$ cat src/rtl/mem_arbiter.sv
// mem_arbiter: single-port memory shared between instruction fetch and data
// access. Data side has priority; one IDLE cycle always separates grants.
// Optional starvation guard enabled by defining ARB_STARVE_GUARD_EN: after
// STARVE_LIMIT data grants taken while fetch waited, fetch wins the next tie.
module mem_arbiter #(
    parameter int STARVE_LIMIT = 4
) (
    input  logic        clk,
    input  logic        reset,
    input  logic        if_req,
    input  logic [31:0] if_addr,
    output logic [31:0] if_rdata,
    output logic        if_valid,
    input  logic        dm_req,
    input  logic        dm_we,
    input  logic [31:0] dm_addr,
    input  logic [31:0] dm_wdata,
    output logic [31:0] dm_rdata,
    output logic        dm_valid,
    output logic        mem_req,
    output logic        mem_we,
    output logic [31:0] mem_addr,
    output logic [31:0] mem_wdata,
    input  logic [31:0] mem_rdata,
    input  logic        mem_ready,
    output logic        stall_f,
    output logic        stall_m
);

    typedef enum logic [1:0] {IDLE, GRANT_IF, GRANT_DM} state_t;

    state_t      r_state;
    logic        r_mem_req;
    logic        r_mem_we;
    logic [31:0] r_mem_addr;
    logic [31:0] r_mem_wdata;
    logic        w_pick_if;
    logic        w_pick_dm;

`ifdef ARB_STARVE_GUARD_EN
    localparam int CW = $clog2(STARVE_LIMIT + 1);
    logic [CW-1:0] r_starve_cnt;
    logic          w_starved;

    assign w_starved = (r_starve_cnt == CW'(STARVE_LIMIT));
    // Fetch wins a tie only once data has hogged the port long enough.
    assign w_pick_if = if_req & (~dm_req | w_starved);
`else
    localparam int unused_starve_limit = STARVE_LIMIT;
    // Strict data priority.
    assign w_pick_if = if_req & ~dm_req;
`endif
    assign w_pick_dm = dm_req & ~w_pick_if;

    // Arbitration FSM; memory-side request fields are latched on grant entry
    // so they stay stable however long the memory stretches the access.
    always_ff @(posedge clk) begin
        if (!reset) begin
            r_state     <= IDLE;
            r_mem_req   <= 1'b0;
            r_mem_we    <= 1'b0;
            r_mem_addr  <= '0;
            r_mem_wdata <= '0;
        end else begin
            case (r_state)
                IDLE: begin
                    if (w_pick_dm) begin
                        r_state     <= GRANT_DM;
                        r_mem_req   <= 1'b1;
                        r_mem_we    <= dm_we;
                        r_mem_addr  <= dm_addr;
                        r_mem_wdata <= dm_wdata;
                    end else if (w_pick_if) begin
                        r_state     <= GRANT_IF;
                        r_mem_req   <= 1'b1;
                        r_mem_we    <= 1'b0;
                        r_mem_addr  <= if_addr;
                        r_mem_wdata <= '0;
                    end
                end
                GRANT_IF, GRANT_DM: begin
                    // Access completes even if the requester has dropped.
                    if (mem_ready) begin
                        r_state   <= IDLE;
                        r_mem_req <= 1'b0;
                        r_mem_we  <= 1'b0;
                    end
                end
                default: begin
                    r_state   <= IDLE;
                    r_mem_req <= 1'b0;
                    r_mem_we  <= 1'b0;
                end
            endcase
        end
    end

`ifdef ARB_STARVE_GUARD_EN
    // Count data grants taken over a waiting fetch; a fetch grant clears it.
    always_ff @(posedge clk) begin
        if (!reset) begin
            r_starve_cnt <= '0;
        end else if (r_state == IDLE) begin
            if (w_pick_dm && if_req && !w_starved)
                r_starve_cnt <= r_starve_cnt + 1'b1;
            else if (w_pick_if)
                r_starve_cnt <= '0;
        end
    end
`endif

    assign mem_req   = r_mem_req;
    assign mem_we    = r_mem_we;
    assign mem_addr  = r_mem_addr;
    assign mem_wdata = r_mem_wdata;

    assign if_valid  = (r_state == GRANT_IF) & mem_ready;
    assign dm_valid  = (r_state == GRANT_DM) & mem_ready;
    assign if_rdata  = mem_rdata;
    assign dm_rdata  = mem_rdata;

    assign stall_f   = if_req & ~if_valid;
    assign stall_m   = dm_req & ~dm_valid;

endmodule

$ cat config.mk
export PLATFORM = sky130hd
export DESIGN_NAME = mem_arbiter
export DESIGN_NICKNAME = d
export VERILOG_FILES = /design/src/rtl/mem_arbiter.sv
export SDC_FILE = /design/constraint.sdc
export NUM_CORES = 1
export LEC_CHECK = 0
export ABC_AREA = 0
export ABC_CLOCK_PERIOD_IN_PS = 3000
export CORE_AREA = 2 2 110 112
export CTS_CLUSTER_DIAMETER = 100
export DETAILED_ROUTE_END_ITERATION = 7
export DIE_AREA = 0 0 112 114
export PLACE_DENSITY = 0.79
export RECOVER_POWER = 100
export SYNTH_ARGS = -nofsm -noshare
export SYNTH_HDL_FRONTEND = slang
export SYNTH_SLANG_ARGS = --single-unit
$ cat constraint.sdc
create_clock -name clk -period 3 [get_ports clk]
set_input_delay 0.75 -clock clk [delete_from_list [all_inputs] [get_ports clk]]
set_output_delay 0.75 -clock clk [all_outputs]
set_load 0.05 [all_outputs]
After elaboration in Yosys (flattened, before gate mapping) --
Cells that the tools add are included. Widths: inputs -> output; s select.
Cells by class: bitwise gates (word level) 10, mux-type cells 15, multipliers 0, reductions and logical operators 5, div/mod/pow operators 0, $add $sub $neg 0, shifts and indexed selects 0, order comparisons 0, equality and inequality tests 4
Operator list (count):
- $mux 32 | 4
- $and 1x1->1 | 6
- $mux 2 | 3
- $mux 1 | 5
- $not 1->1 | 4
- $pmux 1 s2 | 2
- $pmux 2 s2 | 1
- $reduce_and 2->1 | 2
- $ne 3x3->1 const B | 1
- $eq 2x1->1 const B | 1
- $eq 2x2->1 const B | 1
- $logic_not 2->1 | 1
- $ne 2x2->1 const B | 1
- $reduce_bool 2->1 | 1
- $reduce_or 2->1 | 1
Storage, ports and cells: bits in writable memories 0, logic and storage cells 39, bits in read-only memories 0, input port bits 134, output and inout port bits 134, register bits 68, memories 0, latch bits 0

Longest topological paths before layout --
Gate-level depths: netlist of the first run.
word-level depth 6, gate-level depth with buffers 7

Worst setup path before layout of the first run --
No wires, ideal clock.
path kind input-to-output, from input dm_req, to output stall_m, arrival 1.857 ns, stages 3, path buffers 2, setup slack 0.393 ns, cells stage by stage buf_6 > buf_2 > nor2b_1
Between the ends: cells in the longest elaborated chain, start to end 1
Ends and longest elaborated chain:
- start, declared | line 14 | input logic dm_req,
- $and 1x1->1 | line 123 | assign stall_m = dm_req & ~dm_valid;
- end, declared | line 27 | output logic stall_m
No other way between the ends.

Worst setup path in the final report of the first run --
from input mem_ready, to output stall_f
Between the ends: cells in the longest elaborated chain, start to end 3
Ends and longest elaborated chain:
- start, declared | line 25 | input logic mem_ready,
- $and 1x1->1 | line 117 | assign if_valid = (r_state == GRANT_IF) & mem_ready;
- $not 1->1 | line 122 | assign stall_f = if_req & ~if_valid;
- $and 1x1->1 | line 122
- end, declared | line 26 | output logic stall_f,
No other way between the ends.

==> impl_metrics.env, run 1 <==
export IMPL_path_class="input port to output pin"
export IMPL_ir_drop_v=0.0002602
export IMPL_pre_cts_slack_ps=460.3
export IMPL_yosys_most_used_dff="dfxtp_1"
export IMPL_track_usage_pct=15.82
export IMPL_yosysSeqAreaShare_pct=40.09
export IMPL_post_cts_buffers=0
export IMPL_num_rows=40
export IMPL_cp_end_kind="output pin"
export IMPL_area_delta_synth_final_pct=47.02
export IMPL_ys_warn_count=0
export IMPL_diodes=0
export IMPL_hp_class="flop to flop"
export IMPL_placed_cells=582
export IMPL_yosysTopAreaCell="dfxtp_1"
export IMPL_max_cap_violations=0
export IMPL_route_vias_total=2784
export IMPL_ys_top_cells_by_area="dfxtp_1 40%, buf_4 14%, mux2i_1 9.4%, o211a_1 9.4%, a22oi_1 7.1%"
export IMPL_setup_tns_ps=0
export IMPL_placed_area_mm2=0.004740
export IMPL_crit_path_max_fanout=4
export IMPL_grt_pass1_wl_um=15840
export IMPL_seqPwrFrac_pct=36.0
export IMPL_finalSetupViolCount=0
export IMPL_numPortBuffers=171
export IMPL_period_minus_slack_ps=2685
export IMPL_globalplace_congestion=0.7839
export IMPL_dr_pass1_iters=4
export IMPL_coreArea_mm2=0.01171
export IMPL_final_period_utilization_pct=89.50
export IMPL_first_global_vias=2955
export IMPL_design_area_mm2=0.004992
export IMPL_grt_max_degree=65
export IMPL_power_total_mw=2.908
export IMPL_power_density_mw_per_mm2=582.6
export IMPL_synth_async_reset_ratio_pct=0
export IMPL_ctsResizeCount=0
export IMPL_power_switching_mw=0.9917
export IMPL_p_comb_share_pct=32.2
export IMPL_antenna_found_initial=0
export IMPL_start_kind="input port"
export IMPL_clock_fmax_mhz=372.4
export IMPL_drtIter0Drc=113
export IMPL_routed_wl_um=10120
export IMPL_required_ps=2250
export IMPL_slew_violations=0
export IMPL_synthesis_instances=346
export IMPL_final_nets=583
export IMPL_cts_sinks=68
export IMPL_synth_cell_types=23
export IMPL_clk_pin_slew_ps=60
export IMPL_hold_viol=0
export IMPL_ioPinCount=268
export IMPL_drive_gt1_share_pct=6.222
export IMPL_clock_latency_ps=320
export IMPL_globalRouteOverflowTotal=0
export IMPL_finalNonFillerCells=597
export IMPL_synth_top_area_share_pct=40.09
export IMPL_switching_share_pct=34.10
export IMPL_dp_hpwl_um=7643
export IMPL_timing_slew_headroom_pct=52.69
export IMPL_syn_cell_area_mm2=0.003396
export IMPL_cts_hold_buf=0
export IMPL_cts_tree="yes"
export IMPL_internal_power_mw=1.917
export IMPL_setup_ws_ps=314.9
export IMPL_worst_pin_slew_ps=709.7
export IMPL_synth_area_per_cell_um2=9.814
export IMPL_clkPwrFrac_pct=31.8
export IMPL_die_width_um=112
export IMPL_die_h_um=114
export IMPL_drc=0
export IMPL_start_util_pct=29.00
export IMPL_root_buffer="clkbuf_16"
export IMPL_via_per_inst=4.663
export IMPL_routedWlPerCell_um=16.95
export IMPL_synth_seq_cells=68
export IMPL_synth_edff_count=0
export IMPL_numCtsBuffers=9
export IMPL_clk_path_buf_depth=2
export IMPL_p_leak_nw=2.345
export IMPL_fin_skew_ps=7.596
export IMPL_crit_arrival_ps=1940
export IMPL_die_area_mm2=0.01277
export IMPL_syn_nets=483
export IMPL_yosysMostFrequentCell="dfxtp_1"
export IMPL_ys_top_cells_by_count="68 x dfxtp_1, 64 x buf_4, 36 x nor2b_1, 33 x nand2_1"
export IMPL_rsz0062_at_grt="false"
export IMPL_h_tree_depth=3
export IMPL_antenna_left=0
export IMPL_status="finished, final reports clean"
per-stage QoR:
stage,util (%),hold slack (ps)
5_1_grt,42.63,483.5
2_1_floorplan,-,464.9
4_1_cts,42.68,461.7
6_report,42.63,455.0
3_3_place_gp,40.47,446.6
3_5_place_dp,40.47,452.5
per-layer routing:
layer  track usage (%)  up-vias  wire, um
met5                 0        -         0
met4             7.236        0       329
met3             6.642       30       994
met2             27.68      157      5053
met1             16.63     1267      3744
li1                  -     1330         -
registers in the layout (all words and copies together), names as in the netlist:
name / flops
r_state: 2
mem_we: 1
mem_wdata: 32
mem_addr: 32
mem_req: 1
worst max-delay path: stages:
cell           delay (ps)
dlygate4sd3_1         570
and2_0                220
nor2b_1               220
buf_12                170
layout make-up:
type	count	area, um2
clock buffers	10	229.0
multi-input cells	186	1373
well taps	147	183.9
clock inverters	5	30.03
repair buffers	178	1804
inverters	3	11.26
fillers	1145	6719
flip-flops and latches	68	1361
cells in the final DEF (no fill, tap or decap), types with 6 or more instances in the layout:
cell type,n
clkdlybuf4s50_1,97
dlygate4sd3_1,68
dfxtp_1,68
nor2b_1,36
nand2_1,33
mux2i_1,32
o211a_1,32
a22oi_1,32
clkbuf_16,9
o21ai_0,6
worst paths after layout:
kind | startpoint | end | slack (ps) | cells past startpoint
max | mem_ready | stall_f | 310 | 4
max reg2reg | r_state[0] | mem_wdata[19] | 1190 | 6
min reg2reg | mem_req | mem_req | 450 | 2
min | mem_req | mem_req | 450 | 2
power by group through the flow:
stage	clock [mW]	combinational, mW	sequential (mW)
floorplan	0	0.521	1.38
global placement	0	0.968	1.06
detailed placement	0	0.978	1.07
CTS	0.958	0.982	1.05
global route	0.997	0.997	1.06
finish	0.926	0.936	1.05
cells by family (layout without fill, tap and decap cells):
group | Yosys count | in the layout | share of synthesized area (%)
DFF | 68 | 68 | 40.09
buffers and inverters | 92 | 196 | 19.53
muxes | 32 | 32 | 9.433
adders and majority gates | 3 | 3 | 1.105
AOI/OAI and AO/OA | 75 | 75 | 18.35
and+or+nand+nor | 76 | 76 | 11.50
(Power assumes the default switching activity.)
==> inputs of run 2 (changes only) <==
--- a/config.mk
+++ b/config.mk
@@ -7,11 +7,13 @@
 export LEC_CHECK = 0
 export ABC_AREA = 0
 export ABC_CLOCK_PERIOD_IN_PS = 3000
-export CORE_AREA = 2 2 110 112
+export CELL_PAD_IN_SITES_DETAIL_PLACEMENT = 2
+export CELL_PAD_IN_SITES_GLOBAL_PLACEMENT = 2
+export CORE_AREA = 2 2 137 139
 export CTS_CLUSTER_DIAMETER = 100
 export DETAILED_ROUTE_END_ITERATION = 7
-export DIE_AREA = 0 0 112 114
-export PLACE_DENSITY = 0.79
+export DIE_AREA = 0 0 139 141
+export PLACE_DENSITY = 0.92
 export RECOVER_POWER = 100
 export SYNTH_ARGS = -nofsm -noshare
 export SYNTH_HDL_FRONTEND = slang
==> run 2 against run 1 <==
Via count rose by 1.7%; die area grew 54%; setup slack lost 52 ps; critical path type unchanged; critical endpoint unchanged; largest power group is now clock; highest routed layer unchanged.
==> impl_metrics.env, run 2 (synthesis gave the netlist of run 1 again) <==
export IMPL_status="finished, final reports clean"
export IMPL_worstPathCellList="dlygate4sd3_1 > and2_0 > nor2b_1 > buf_12"
export IMPL_die_width_um=139
export IMPL_dr_pass1_iters=4
export IMPL_track_usage_pct=11.30
export IMPL_antenna_found_initial=0
export IMPL_pre_cts_slack_ps=392.2
export IMPL_path_class="input port to output pin"
export IMPL_placed_area_mm2=0.004841
export IMPL_final_nets=581
export IMPL_hp_class="flop to flop"
export IMPL_grt_max_degree=65
export IMPL_start_kind="input port"
export IMPL_final_cell_mix="98 x clkdlybuf4s50_1, 68 x dfxtp_1, 67 x dlygate4sd3_1"
export IMPL_route_vias_total=2832
export IMPL_worst_pin_slew_ps=1247
export IMPL_clock_latency_ps=340
export IMPL_start_util_pct=18.59
export IMPL_p_leak_nw=2.344
export IMPL_finalSetupViolCount=0
export IMPL_slew_violations=0
export IMPL_dp_hpwl_um=8349
export IMPL_ctsResizeCount=0
export IMPL_fin_util_pct=28.02
export IMPL_grt_busiest_layer="met2"
export IMPL_max_stage_delay_ps=580
export IMPL_cts_tree="yes"
export IMPL_hold_viol=0
export IMPL_design_area_mm2=0.005119
export IMPL_first_global_vias=3231
export IMPL_crit_path_max_fanout=4
export IMPL_ir_drop_v=0.0002433
export IMPL_setup_ws_ps=262.7
export IMPL_r2r_start="r_state[0]"
export IMPL_grtUsageMet3_pct=5.944
export IMPL_globalRouteOverflowTotal=0
export IMPL_rsz0062_at_grt="false"
export IMPL_cp_end_kind="output pin"
export IMPL_period_minus_slack_ps=2737
export IMPL_required_ps=2250
export IMPL_setup_tns_ps=0
export IMPL_root_buffer="clkbuf_16"
export IMPL_startpoint="mem_ready"
export IMPL_cts_hold_buf=0
export IMPL_die_h_um=141
export IMPL_timing_slew_headroom_pct=16.83
export IMPL_numCtsBuffers=9
export IMPL_routed_wl_um=10960
export IMPL_globalplace_congestion=0.7179
export IMPL_cts_sinks=68
export IMPL_antenna_left=0
export IMPL_fin_skew_ps=10.30
export IMPL_final_common_cell="clkdlybuf4s50_1"
export IMPL_max_cap_violations=0
export IMPL_via_per_inst=4.146
export IMPL_numPortBuffers=171
export IMPL_clk_path_buf_depth=2
export IMPL_power_total_mw=3.077
export IMPL_post_cts_buffers=0
export IMPL_critPathSlowestCell="dlygate4sd3_1"
export IMPL_h_tree_depth=3
export IMPL_drc=0
export IMPL_area_delta_synth_final_pct=50.74
export IMPL_drtIter0Drc=78
export IMPL_finalNonFillerCells=683
export IMPL_clk_pin_slew_ps=60
export IMPL_crit_arrival_ps=1990
export IMPL_grtUsageMet1_pct=10.96
export IMPL_final_period_utilization_pct=91.24
export IMPL_routedWlPerCell_um=16.05
export IMPL_placed_cells=667
export IMPL_die_area_mm2=0.01960
export IMPL_coreArea_mm2=0.01827
export IMPL_grt_pass1_wl_um=17430
export IMPL_hp_start="mem_req"
export IMPL_ioPinCount=268
export IMPL_use_met2_pct=20.22
export IMPL_diodes=0
export IMPL_clock_fmax_mhz=365.3
export IMPL_num_rows=50
export IMPL_power_density_mw_per_mm2=601.1
export IMPL_drive_gt1_share_pct=6.013
export IMPL_hold_ws_ps=466.0
[run 2: worst max-delay path: cells and delay by family]
kind | cells | cell delay [ps]
AND/OR/NAND/NOR | 2 | 480
buffers and inverters | 2 | 760
[run 2: per-layer routing]
| layer | vias up | wire (um) |
|---|---|---|
| met1 | 1339 | 4033 |
| met3 | 29 | 1180 |
| met2 | 138 | 5532 |
| met5 | - | 0 |
| li1 | 1326 | - |
| met4 | 0 | 214 |
[run 2: cell type report]
class / instances / area [um2]
fillers: 2008 / 13150
flip-flops and latches: 68 / 1361
well taps: 234 / 292.8
multi-input cells: 186 / 1373
clock inverters: 5 / 61.31
repair buffers: 176 / 1777
inverters: 3 / 11.26
clock buffers: 11 / 242.7
[run 2: worst paths after layout]
check                  to  slack [ps]  cells after the start
min               mem_req         470                      2
max               stall_f         260                      4
min reg2reg       mem_req         470                      2
max reg2reg  mem_addr[11]         760                      6
[run 2: power by group]
| group | internal [mW] | switching [mW] | leakage [nW] |
|---|---|---|---|
| sequential | 0.998 | 0.0485 | 0.562 |
| combinational | 0.362 | 0.585 | 1.64 |
| clock | 0.668 | 0.415 | 0.138 |
| total | 2.03 | 1.05 | 2.34 |
